## config.mk

```make
export PLATFORM = sky130hd
export DESIGN_NAME = mac_feeder
export DESIGN_NICKNAME = d
export VERILOG_FILES = /design/src/rtl/mac_feeder.sv
export SDC_FILE = /design/constraint.sdc
export NUM_CORES = 1
export LEC_CHECK = 0
export ABC_AREA = 0
export CAP_MARGIN = 25
export CORE_UTILIZATION = 50
export CTS_CLUSTER_DIAMETER = 60
export CTS_CLUSTER_SIZE = 10
export DETAILED_ROUTE_END_ITERATION = 7
export DONT_BUFFER_PORTS = 1
export GPL_TIMING_DRIVEN = 0
export PLACE_DENSITY = 0.62
export SLEW_MARGIN = 20
export SYNTH_ARGS = -nofsm -noshare
export SYNTH_HDL_FRONTEND = slang
export SYNTH_SLANG_ARGS = --single-unit
```

## constraint.sdc

```tcl
create_clock -name clk -period 8.4 [get_ports clk]
set_input_delay 2.1 -clock clk [delete_from_list [all_inputs] [get_ports clk]]
set_output_delay 2.1 -clock clk [all_outputs]
set_load 0.01 [all_outputs]
```

## src/rtl/mac_feeder.sv

```systemverilog
// Job sequencer for a pipelined signed MAC: one bias beat plus K operand pairs in, one dot product out.
// Optional build macro MAC_FEED_SAT_EN saturates the result to the signed RW range instead of truncating.
module mac_feeder #(
    parameter int INW     = 16,
    parameter int OUTW    = 64,
    parameter int RW      = 32,
    parameter int K       = 4,
    parameter int MAC_LAT = 2
) (
    input  logic            clk,
    input  logic            reset,
    input  logic            in_valid,
    output logic            in_ready,
    input  logic [INW-1:0]  in_a,
    input  logic [INW-1:0]  in_b,
    output logic [INW-1:0]  mac_input0,
    output logic [INW-1:0]  mac_input1,
    output logic [INW-1:0]  mac_init_value,
    output logic            mac_init_acc,
    output logic            mac_input_valid,
    input  logic [OUTW-1:0] mac_out,
    output logic            out_valid,
    input  logic            out_ready,
    output logic [RW-1:0]   out_data
);

    localparam int CW = $clog2(K + 1);
    localparam int WW = (MAC_LAT > 0) ? $clog2(MAC_LAT + 1) : 1;

    typedef enum logic [1:0] {BIAS, ACC, DRAIN, OUT} state_t;

    state_t          state_reg, state_next;
    logic [CW-1:0]   cnt_reg, cnt_next;
    logic [WW-1:0]   wait_reg, wait_next;
    logic            accept;
    logic [RW-1:0]   result;

`ifdef MAC_FEED_SAT_EN
    // The value fits when every bit from the RW sign bit upward agrees.
    logic [OUTW-RW:0] upper_bits;
    logic             fits;
    logic [RW-1:0]    sat_min;
    assign upper_bits = mac_out[OUTW-1:RW-1];
    assign fits       = (&upper_bits) | ~(|upper_bits);
    assign sat_min    = RW'(1) << (RW - 1);
    assign result     = fits ? mac_out[RW-1:0] : (mac_out[OUTW-1] ? sat_min : ~sat_min);
`else
    logic unused_mac_bits;
    assign unused_mac_bits = ^mac_out;
    assign result          = mac_out[RW-1:0];
`endif

    assign accept = in_valid && in_ready;

    always_comb begin
        state_next = state_reg;
        cnt_next   = cnt_reg;
        wait_next  = wait_reg;
        in_ready   = 1'b0;
        case (state_reg)
            BIAS: begin
                in_ready = !reset;
                if (in_valid && !reset) begin
                    cnt_next   = '0;
                    state_next = ACC;
                end
            end
            ACC: begin
                in_ready = !reset;
                if (in_valid && !reset) begin
                    cnt_next = cnt_reg + CW'(1);
                    if (cnt_reg == CW'(K - 1)) begin
                        wait_next  = '0;
                        state_next = DRAIN;
                    end
                end
            end
            DRAIN: begin
                // One extra edge past MAC_LAT so the capture sees the final accumulator.
                wait_next = wait_reg + WW'(1);
                if (wait_reg == WW'(MAC_LAT)) begin
                    wait_next  = '0;
                    state_next = OUT;
                end
            end
            OUT: begin
                if (out_ready) state_next = BIAS;
            end
            default: state_next = BIAS;
        endcase
    end

    always_ff @(posedge clk or posedge reset) begin
        if (reset) begin
            state_reg <= BIAS;
            cnt_reg   <= '0;
            wait_reg  <= '0;
        end else begin
            state_reg <= state_next;
            cnt_reg   <= cnt_next;
            wait_reg  <= wait_next;
        end
    end

    // MAC strobes are single-cycle; operand and init values hold between strobes.
    always_ff @(posedge clk or posedge reset) begin
        if (reset) begin
            mac_input0      <= '0;
            mac_input1      <= '0;
            mac_init_value  <= '0;
            mac_init_acc    <= 1'b0;
            mac_input_valid <= 1'b0;
            out_valid       <= 1'b0;
            out_data        <= '0;
        end else begin
            mac_init_acc    <= 1'b0;
            mac_input_valid <= 1'b0;
            if (accept && state_reg == BIAS) begin
                mac_init_acc   <= 1'b1;
                mac_init_value <= in_a;
            end
            if (accept && state_reg == ACC) begin
                mac_input_valid <= 1'b1;
                mac_input0      <= in_a;
                mac_input1      <= in_b;
            end
            if (state_reg == DRAIN && wait_reg == WW'(MAC_LAT)) begin
                out_data  <= result;
                out_valid <= 1'b1;
            end
            if (state_reg == OUT && out_ready) out_valid <= 1'b0;
        end
    end

endmodule

```

After elaboration in Yosys (flattened, before gate mapping)
Index checks and enable logic that the tools add are counted.
- multiplexer cells: 18
- reduce and logical (&&, ||, !) cells: 15
- shift-type cells: 0
- bitwise operators: 0
- div/mod/pow operators: 0
- $mul: 0
- order comparisons: 0
- eq/ne operators: 10
- $add $sub $neg: 2
- operators by type and width (kind ; number):
    two-way mux 2 bit ; 8
    inequality test 2 bit, second input constant ; 5
    one-hot mux 2 bit (4 select lines) ; 1
    equality test 2 bit, second input constant ; 3
    logical AND 1 bit ; 6
    two-way mux 3 bit ; 2
    one-hot mux 3 bit (2 select lines) ; 1
    AND reduction 3 bit ; 2
    nonzero test 2 bit ; 3
    two-way mux 1 bit ; 5
    AND reduction 5 bit ; 1
    one-hot mux 2 bit (2 select lines) ; 1
    adder 3 x 1 -> 3 bit, second input constant ; 1
    equality test 3 x 2 -> 1 bit, second input constant ; 1
    adder 2 x 1 -> 2 bit, second input constant ; 1
    equality test 2 x 1 -> 1 bit, second input constant ; 1
    logical NOT 2 bit ; 1
    OR reduction 2 bit ; 1
    logical NOT 1 bit ; 1
- input bits: 100
- bits in writable memories: 0
- output and inout bits: 84
- word-level logic and storage cells: 55
- memories kept: 0
- ROM bits: 0
- bits in latches: 0
- register bits: 90

Depth between registers and ports, before layout
- depth after elaboration: 6
- depth in mapped cells: 7
- mapped depth without buffers: 6

Least setup slack after synthesis
Ideal clock, no wire load.
- path type: input -> output
- start point: input reset
- end point: output in_ready
- arrival: 2.269 ns
- path buffers: 0
- data required time: 6.300 ns
- path slack: 4.031 ns
- stages: 1
- path through: nor2_1
- cells in the longest elaborated chain, start to end: 2
- ends and longest elaborated chain (element ; line ; RTL):
    start, declared ; 11 ; input logic reset,
    logical NOT 1 bit (no line) ; n/a ;
    two-way mux 1 bit ; n/a ;
    end, declared ; 13 ; output logic in_ready,
No other way between the ends.

Worst setup path after layout
Ends and elaborated chain as after synthesis.

==> impl_results.md <==
- Vias/cell: 5.126
- IR drop worst, VDD: 0.1754 mV
- Yosys Warn Count: 0
- Critical path class: in -> out
- Synthesized Nets: 391
- CORE AREA: 0.006869 mm^2
- Pre-CTS setup slack: 4.016 ns
- IO Port Bufs: 0
- Post-route ant nets: 0
- Number of synthesized register bits: 90
- H-tree depth: 3
- Post-CTS Hold Buffers: 0
- Total I/O pin count: 184
- Via count: 2035
- Die height: 86.63 um
- Nets: 403
- Crit-path cells: nor2_1
- Initial antenna violation count: 0
- DR pass1 iterations: 6
- Number of global-route vias before repair: 2154
- Buffer depth of the longest clock path: 2
- HP Class: reg -> reg
- Drt total wl: 6.553 mm
- Minimum clock period: 4.376 ns
- Sequential fraction of the synthesis area: 62.89%
- Final setup violation count: 0
- Total CTS buffers: 9
- Global Route Usage Sum: 17.88%
- Final max-slew violation count: 0
- TritonCTS clock tree: yes
- Final period utilization: 52.10%
- Setup repair bufs after CTS: 0
- Worst path bufs/invs: 0
- ANT cells: 0
- Hold Violations, Final: 0
- RSZ-0062 raised after global routing: false
- Clock Sinks: 90
- Power per cell area: 383.1 mW/mm^2
- CP Capture Type: primary output
- Biggest register: out_data
- Share of cells above drive strength 1: 26.25%
- Worst Setup Start Kind: input port
- Critical path data arrival time: 2.28 ns
- Max reg flops: 32
- Chip width: 86.63 um
- Post-DP HPWL: 4.698 mm
- CTS resizes: 0
- Status: finished clean
- Library cells used by synthesis: 28
- Routed WL per cell: 16.51 um
- Worst path max stage delay: 0.18 ns
- CP max-delay cell: nor2_1
- Setup ws final: 4.024 ns
- Worst-path clk slew: 0.09 ns
- Die Area: 0.007504 mm^2
- Number of DRC markers in iteration 0: 63
- First-pass GRT wire length: 10.13 mm
- Root buffer cell: clkbuf_8
- Worst-path maximum fanout: 3
- GRT overflow: 0
- Area grow syn2layout: 9.224%
- Cells after Synth: 284
- Largest net degree at the start of global routing: 57
- Site row count: 30
- Routability cong.: 0.6960
- WP data required: 6.30 ns
- Leak: 1.947 nW
- DRC: 0
- Cell Area, Synth: 0.003581 mm^2
- Clock Latency Late Sink: 0.34 ns
- Slew at the pin closest to its max-slew limit: 0.4963 ns
- Total negative slack: 0 ns
- Max Clock Freq: 228.5 MHz
- Layout Skew: 0.008282 ns
- Filler cells: 625
- Max Cap Viol: 0
- Cell family with most CP delay: simple AND/OR/NAND/NOR gates
- Initial core utilization: 52.13%
- Slew headroom: 66.91%
- Avg Synthesized Cell Area: 12.61 um^2
final cells by class:
class	count	area, um^2	share of cell area [%]
Inverter	8	32.53	0.8317
Buffer	10	80.08	2.047
Timing Repair Buffer	1	27.53	0.7038
Multi-Input combinational cell	176	1219	31.16
Clock buffer	10	137.6	3.519
Clock inverter	6	42.54	1.088
Sequential cell	90	2252	57.58
Tap cell	96	120.1	3.071
per-stage QoR:
step                      power, W  hold WS, ns  util, %  instances  area, um^2
final                     0.001498       0.4847    56.94        397        3911
after global routing      0.001601       0.5278    56.94        397        3911
after CTS                 0.001517       0.4903    56.94        397        3911
after detailed placement  0.001250       0.4701    54.32        381        3731
after global placement    0.001227       0.4620    53.88        380        3701
after floorplan           0.001150       0.4498        -        284        3581
routing by layer:
metal | vias up | wire length, um | track usage (%)
li1 | 942 | - | -
met1 | 985 | 2668 | 21.31
met2 | 101 | 3012 | 28.43
met3 | 7 | 795 | 7.048
met4 | 0 | 76 | 8.636
met5 | - | 0 | 0
placed cells by master (no fill, tap or decap):
cell / count
clkbuf_8: 10
nand2_4: 1
clkbuf_1: 1
buf_16: 1
ha_1: 7
nor2b_1: 1
mux2_1: 2
mux2_4: 9
nand2_1: 98
inv_4: 1
nor2b_4: 1
o21ai_0: 3
o221ai_2: 1
buf_2: 1
inv_2: 1
nand2b_1: 2
buf_4: 3
buf_1: 1
inv_1: 6
mux2_2: 38
clkinv_4: 2
nand2_2: 1
buf_6: 4
a22o_1: 1
o32a_1: 1
nor2_1: 3
a21oi_1: 1
dfrtp_1: 90
nand3b_4: 1
clkinv_2: 2
a32o_1: 2
a22oi_1: 2
a21o_1: 1
clkinvlp_4: 2
kinds of logic (layout without fill, tap and decap cells):
group                      after synthesis  count (layout)  synth area share, %
and+or+nand+nor                        108             108                12.54
DFF                                     90              90                62.89
muxes                                   49              49                16.35
buffers and inverters                   18              35                3.074
AOI/OAI and AO/OA                       12              12                2.690
adders and majority gates                7               7                2.446
where the power goes:
group          leakage [nW]  switching, W  internal [W]
combinational         0.765      0.000154      0.000197
clock                0.0882      0.000150      0.000116
sequential             1.09      0.000240      0.000642
final timing paths:
check,from,endpoint,slack [ns],cells after the start
hold reg to reg,cnt_reg[2],cnt_reg[2],0.48,2
setup reg to reg,state_reg[0],state_reg[1],6.66,6
min in group asynchronous,reset,state_reg[0],1.64,1
max in group asynchronous,reset,mac_input1[6],6.16,2
setup / recovery,reset,in_ready,4.02,1
hold / removal,cnt_reg[2],cnt_reg[2],0.48,2
worst register-to-register path, cell delays in order, from the launching register on:
cell	delay, ns
dfrtp_1	0.41
inv_1	0.10
ha_1	0.25
nor2_1	0.19
o221ai_2	0.13
a21oi_1	0.19
mux2_2	0.36
synth_stat cells:
cell type / number / area share [%]
a21o_1: 1 / 0.21
mux2_1: 2 / 0.63
buf_2: 1 / 0.14
a22o_1: 1 / 0.24
a21oi_1: 1 / 0.14
o32a_1: 1 / 0.28
nand2_1: 98 / 10
ha_1: 7 / 2.4
o221ai_2: 1 / 0.42
nand2b_1: 2 / 0.35
nor2_1: 3 / 0.31
nand2_2: 1 / 0.17
nand3b_4: 1 / 0.56
mux2_4: 9 / 3.8
a22oi_1: 2 / 0.42
inv_2: 1 / 0.10
buf_6: 4 / 1.3
buf_1: 1 / 0.10
dfrtp_1: 90 / 63
nor2b_4: 1 / 0.38
buf_4: 3 / 0.63
mux2_2: 38 / 12
clkbuf_1: 1 / 0.10
a32o_1: 2 / 0.56
nor2b_1: 1 / 0.17
nand2_4: 1 / 0.31
inv_1: 7 / 0.73
o21ai_0: 3 / 0.42
No activity file was read; power rests on OpenSTA's default activity.
==> RTL edit 1 (same settings) <==
The option `MAC_FEED_SAT_EN` is turned on by a define.
--- a/src/rtl/mac_feeder.sv
+++ b/src/rtl/mac_feeder.sv
@@ -2,2 +2,4 @@
 // Optional build macro MAC_FEED_SAT_EN saturates the result to the signed RW range instead of truncating.
+`define MAC_FEED_SAT_EN
+
 module mac_feeder #(
Formal check against the unedited RTL: not equivalent (Yosys sat finds a counterexample within 10 cycles, from zero or initial values and one cycle with reset high).
==> RTL edit 1 against the unedited design <==
Area after synthesis is 6.8% higher. Power grew 8.1%. Sequential cell count did not move. Setup slack worse by 0.025 ns. Wire length grew 19%. Cell area grew 8.1%. Non-clock buffer count grew 7. Via count increased by 24%. Largest power group unchanged. Highest routed layer unchanged.
==> RTL edit 1: results (changes against the unedited design) <==
firstDrtPassIters: 4  # -2
slew_headroom_pct: 59.33  # -7.6 points
grt_pass1_wl_um: 11720  # +16%
hpwl_um: 5774  # +23%
clock_skew_ns: 0.006380  # -0.001902 ns
power.leakage_nw: 1.762  # -9.5%
whs_ns: 0.4864  # +0.001743 ns
grt_usage_pct: 19.62  # +1.7 points
dpl_cell_area_mm2: 0.003979  # +6.6%
cts.clk_slew.worst_paths_ns: 0.08
vias_per_cell: 5.836  # +14%
first_global_vias: 2495  # +16%
cts-root-buf: "clkbuf_8"
drive_above_1_share_pct: 25.67  # -0.57 points
pre_cts_slack_ns: 3.984  # -0.03118 ns
gp_congestion: 0.8362  # +20%
synth.top_cells.by_area: "dfrtp_1 (59%), mux2_2 (15%), o21ai_0 (5.0%)"
drt_iter0_drc: 53  # -16%
max_stage_delay_ns: 0.20  # +0.02 ns
period_share_pct: 52.40  # +0.30 points
dp.cells: 418  # +9.7%
drt-wirelength-per-cell_um: 17.96  # +8.8%
nets: 436  # +8.2%
antenna_found_initial: 0  # unchanged
clock_path_buffers: 2  # unchanged
r2r_setup_slack_ns: 6.50  # -0.16 ns
synthAdderAreaFrac_pct: 1.963  # -0.48 points
synthTopCellsByCount: "dfrtp_1 (90), mux2_2 (50), o21ai_0 (38)"
cp_max_fo: 4  # +1
fillers: 662  # +5.9%
vdd_drop_max_uv: 188.8  # +7.6%
yosys-mux-area-fraction_pct: 14.98  # -1.4 points
synth_compound_area_share_pct: 11.48  # +8.8 points
cp.arrival_ns: 2.30  # +0.02 ns
layout.cells.non_filler: 434  # +9.3%
synth_cell_types: 29  # +3.6%
grt_max_degree: 56  # -1.8%
avgSynthCellArea_um2: 12.03  # -4.6%
status: "completed"
synth-seq-area-share_pct: 58.88  # -4.0 points
rr_worst_depth: 7  # +1
==> RTL edit 1: changes by cell type after synthesis, sizes merged, moves of 2 or more <==
cell	change
nor4	+9
and3	+2
buf	+3
a32o	-2
nand2	-92
nor2b	-2
o22ai	+31
nor2	+33
o21ai	+35
a21oi	+2
a22oi	-2
clkbuf	+4
nand4	+9
==> RTL edit 1: where the power goes <==
group	internal [mW]	total, mW	switching [mW]
Clock	0.201	0.354	0.154
Sequential	0.642	0.891	0.249
Combinational	0.211	0.374	0.163
==> RTL edit 1: area by class of cell <==
cell class	instances	area [µm²]	area share [%]
sequential	90	2252	53.29
tap	99	123.9	2.931
timing repair buffer	1	27.53	0.6513
clock buffer	9	123.9	2.931
clock inverter	7	123.9	2.931
multi-input combinational	202	1426	33.75
inverter	9	36.28	0.8585
buffer	17	112.6	2.664
==> RTL edit 1: final timing paths <==
| kind | start | to |
|---|---|---|
| min in group asynchronous | reset | wait_reg[0]$_DFFE_PP0P_ |
| setup reg to reg | state_reg[0]$_DFFE_PP0P_ | out_data[23]$_DFFE_PP0P_ |
| max in group asynchronous | reset | mac_init_value[6]$_DFFE_PP0P_ |
| hold / removal | cnt_reg[2]$_DFFE_PP0P_ | cnt_reg[2]$_DFFE_PP0P_ |
| setup / recovery | reset | in_ready |
| hold reg to reg | cnt_reg[2]$_DFFE_PP0P_ | cnt_reg[2]$_DFFE_PP0P_ |
==> RTL edit 1: layer usage <==
layer	share of wire (%)	up-vias	wire (µm)	track usage, %
met3	10	11	793	6.925
met5	0	-	0	0
li1	-	1174	-	-
met2	45	107	3540	29.91
met4	1.9	0	145	9.091
met1	43	1241	3315	25.20
==> RTL edit 2 (same flow settings) <==
Made on the original files. Re-encode `state_t` (4 states) as one-hot, 4 bits wide.
--- a/src/rtl/mac_feeder.sv
+++ b/src/rtl/mac_feeder.sv
@@ -29,3 +29,3 @@
 
-    typedef enum logic [1:0] {BIAS, ACC, DRAIN, OUT} state_t;
+    typedef enum logic [3:0] {BIAS = 4'b0001, ACC = 4'b0010, DRAIN = 4'b0100, OUT = 4'b1000} state_t;
 
Function: no difference found for any inputs over 10 cycles, from zero or initial values and one cycle with reset high; not proved beyond that.
==> RTL edit 2 against the unedited design <==
Sequential cell count increased by 2. Critical path type unchanged. Setup slack improved by 0.0030 ns. Cell count increased by 4.3%. Wire length increased by 5.4%. Hold slack improved by 0.016 ns. Clock skew increased by 0.0035 ns. Area after synthesis increased by 3.3%. Cell area increased by 3.3%.
Power is not compared: it rests on default switching activity, and its combinational part moved more than twofold at a synthesized area within 25%.
==> RTL edit 2: results (changes against the unedited design) <==
vias_per_cell: 5.152  # +0.51%
synthAdderAreaFrac_pct: 0.6764  # -1.8 points
ctsResizeCount: 0  # unchanged
clock_path_buffers: 2  # unchanged
grt_pass1_wl_um: 10700  # +5.6%
cp_max_fo: 4  # +1
hpwl_um: 4956  # +5.5%
yosys-mux-area-fraction_pct: 15.52  # -0.83 points
layout_setup_ws_ns: 4.027  # +0.002960 ns
synth.top_cells.by_area: "dfrtp_1 (62%), mux2_2 (12%), nand2_1 (10%)"
synth_xor_area_share_pct: 0  # unchanged
synthTopCellsByCount: "nand2_1 (100), dfrtp_1 (91), mux2_2 (39)"
route.met2.wl_um: 3474  # +15%
rr_worst_depth: 7  # +1
startpoint: "reset"
synth-seq-area-share_pct: 62.26  # -0.63 points
synth_cell_types: 37  # +32%
max_stage_delay_ns: 0.17
drt_iter0_drc: 34  # -46%
grt_max_degree: 79  # +39%
drive_above_1_share_pct: 26.73  # +0.48 points
met3WireLength_um: 517  # -35%
clk-power_uw: 277
fillers: 608  # -2.7%
wl_um: 6908  # +5.4%
synth_fp_nets: 403  # +3.1%
status: "completed"
use_met3_pct: 4.901  # -2.1 points
clk-insertion-delay-late_ns: 0.34  # about the same
wl_met1_um: 2843  # +6.6%
firstDrtPassIters: 4  # -2
met1_usage_pct: 22.99  # +1.7 points
first_global_vias: 2132  # -1.0%
gp_congestion: 0.7599  # +9.2%
worstSetupPathType: "in2out"
nets: 415  # +3.0%
synth_compound_area_share_pct: 3.111  # +0.42 points
hold_start: "cnt_reg[0]$_DFFE_PP0P_"
use_met2_pct: 29.67  # +1.2 points
r2r_setup_slack_ns: 6.73  # +0.07 ns
grt_usage_pct: 18.17  # +0.30 points
synthArstFlopShare_pct: 100.0  # unchanged
hold_end: "cnt_reg[0]$_DFFE_PP0P_"
reg2reg_to: "mac_input1[15]$_DFFE_PP0P_"
whs_path_depth: 1  # -1
slew_headroom_pct: 68.52  # +1.6 points
clock_skew_ns: 0.01178  # +0.003500 ns
timing.rr.start: "state_reg[3]$_DFFE_PP0P_"
==> RTL edit 2: changes by cell type in the layout (fill, tap and decap cells not counted), sizes merged, moves of 3 or more <==
cell / before / now
ha: 7 / 2
nand3: 0 / 4
o21ai: 3 / 6
buf: 10 / 13
==> RTL edit 2: stage by stage <==
| step | instance area (µm²) | cells | hold WS, ns | power (mW) |
|---|---|---|---|---|
| floorplan | 3700 | 301 | 0.4561 | 0.7087 |
| global route | 4041 | 414 | 0.5416 | 1.067 |
| detailed placement | 3852 | 398 | 0.4872 | 0.7471 |
| finish | 4041 | 414 | 0.5008 | 1.011 |
| global placement | 3820 | 397 | 0.4735 | 0.7391 |
| CTS | 4041 | 414 | 0.5037 | 1.023 |
==> RTL edit 2: cell type report <==
cell class | instances | area share [%]
Buffer | 13 | 3.251
Clock buffer | 12 | 3.839
Clock inverter | 4 | 0.8359
Inverter | 6 | 0.8669
Multi-Input combinational cell | 190 | 30.56
Sequential cell | 92 | 57.00
Tap cell | 96 | 2.972
Timing Repair Buffer | 1 | 0.6811
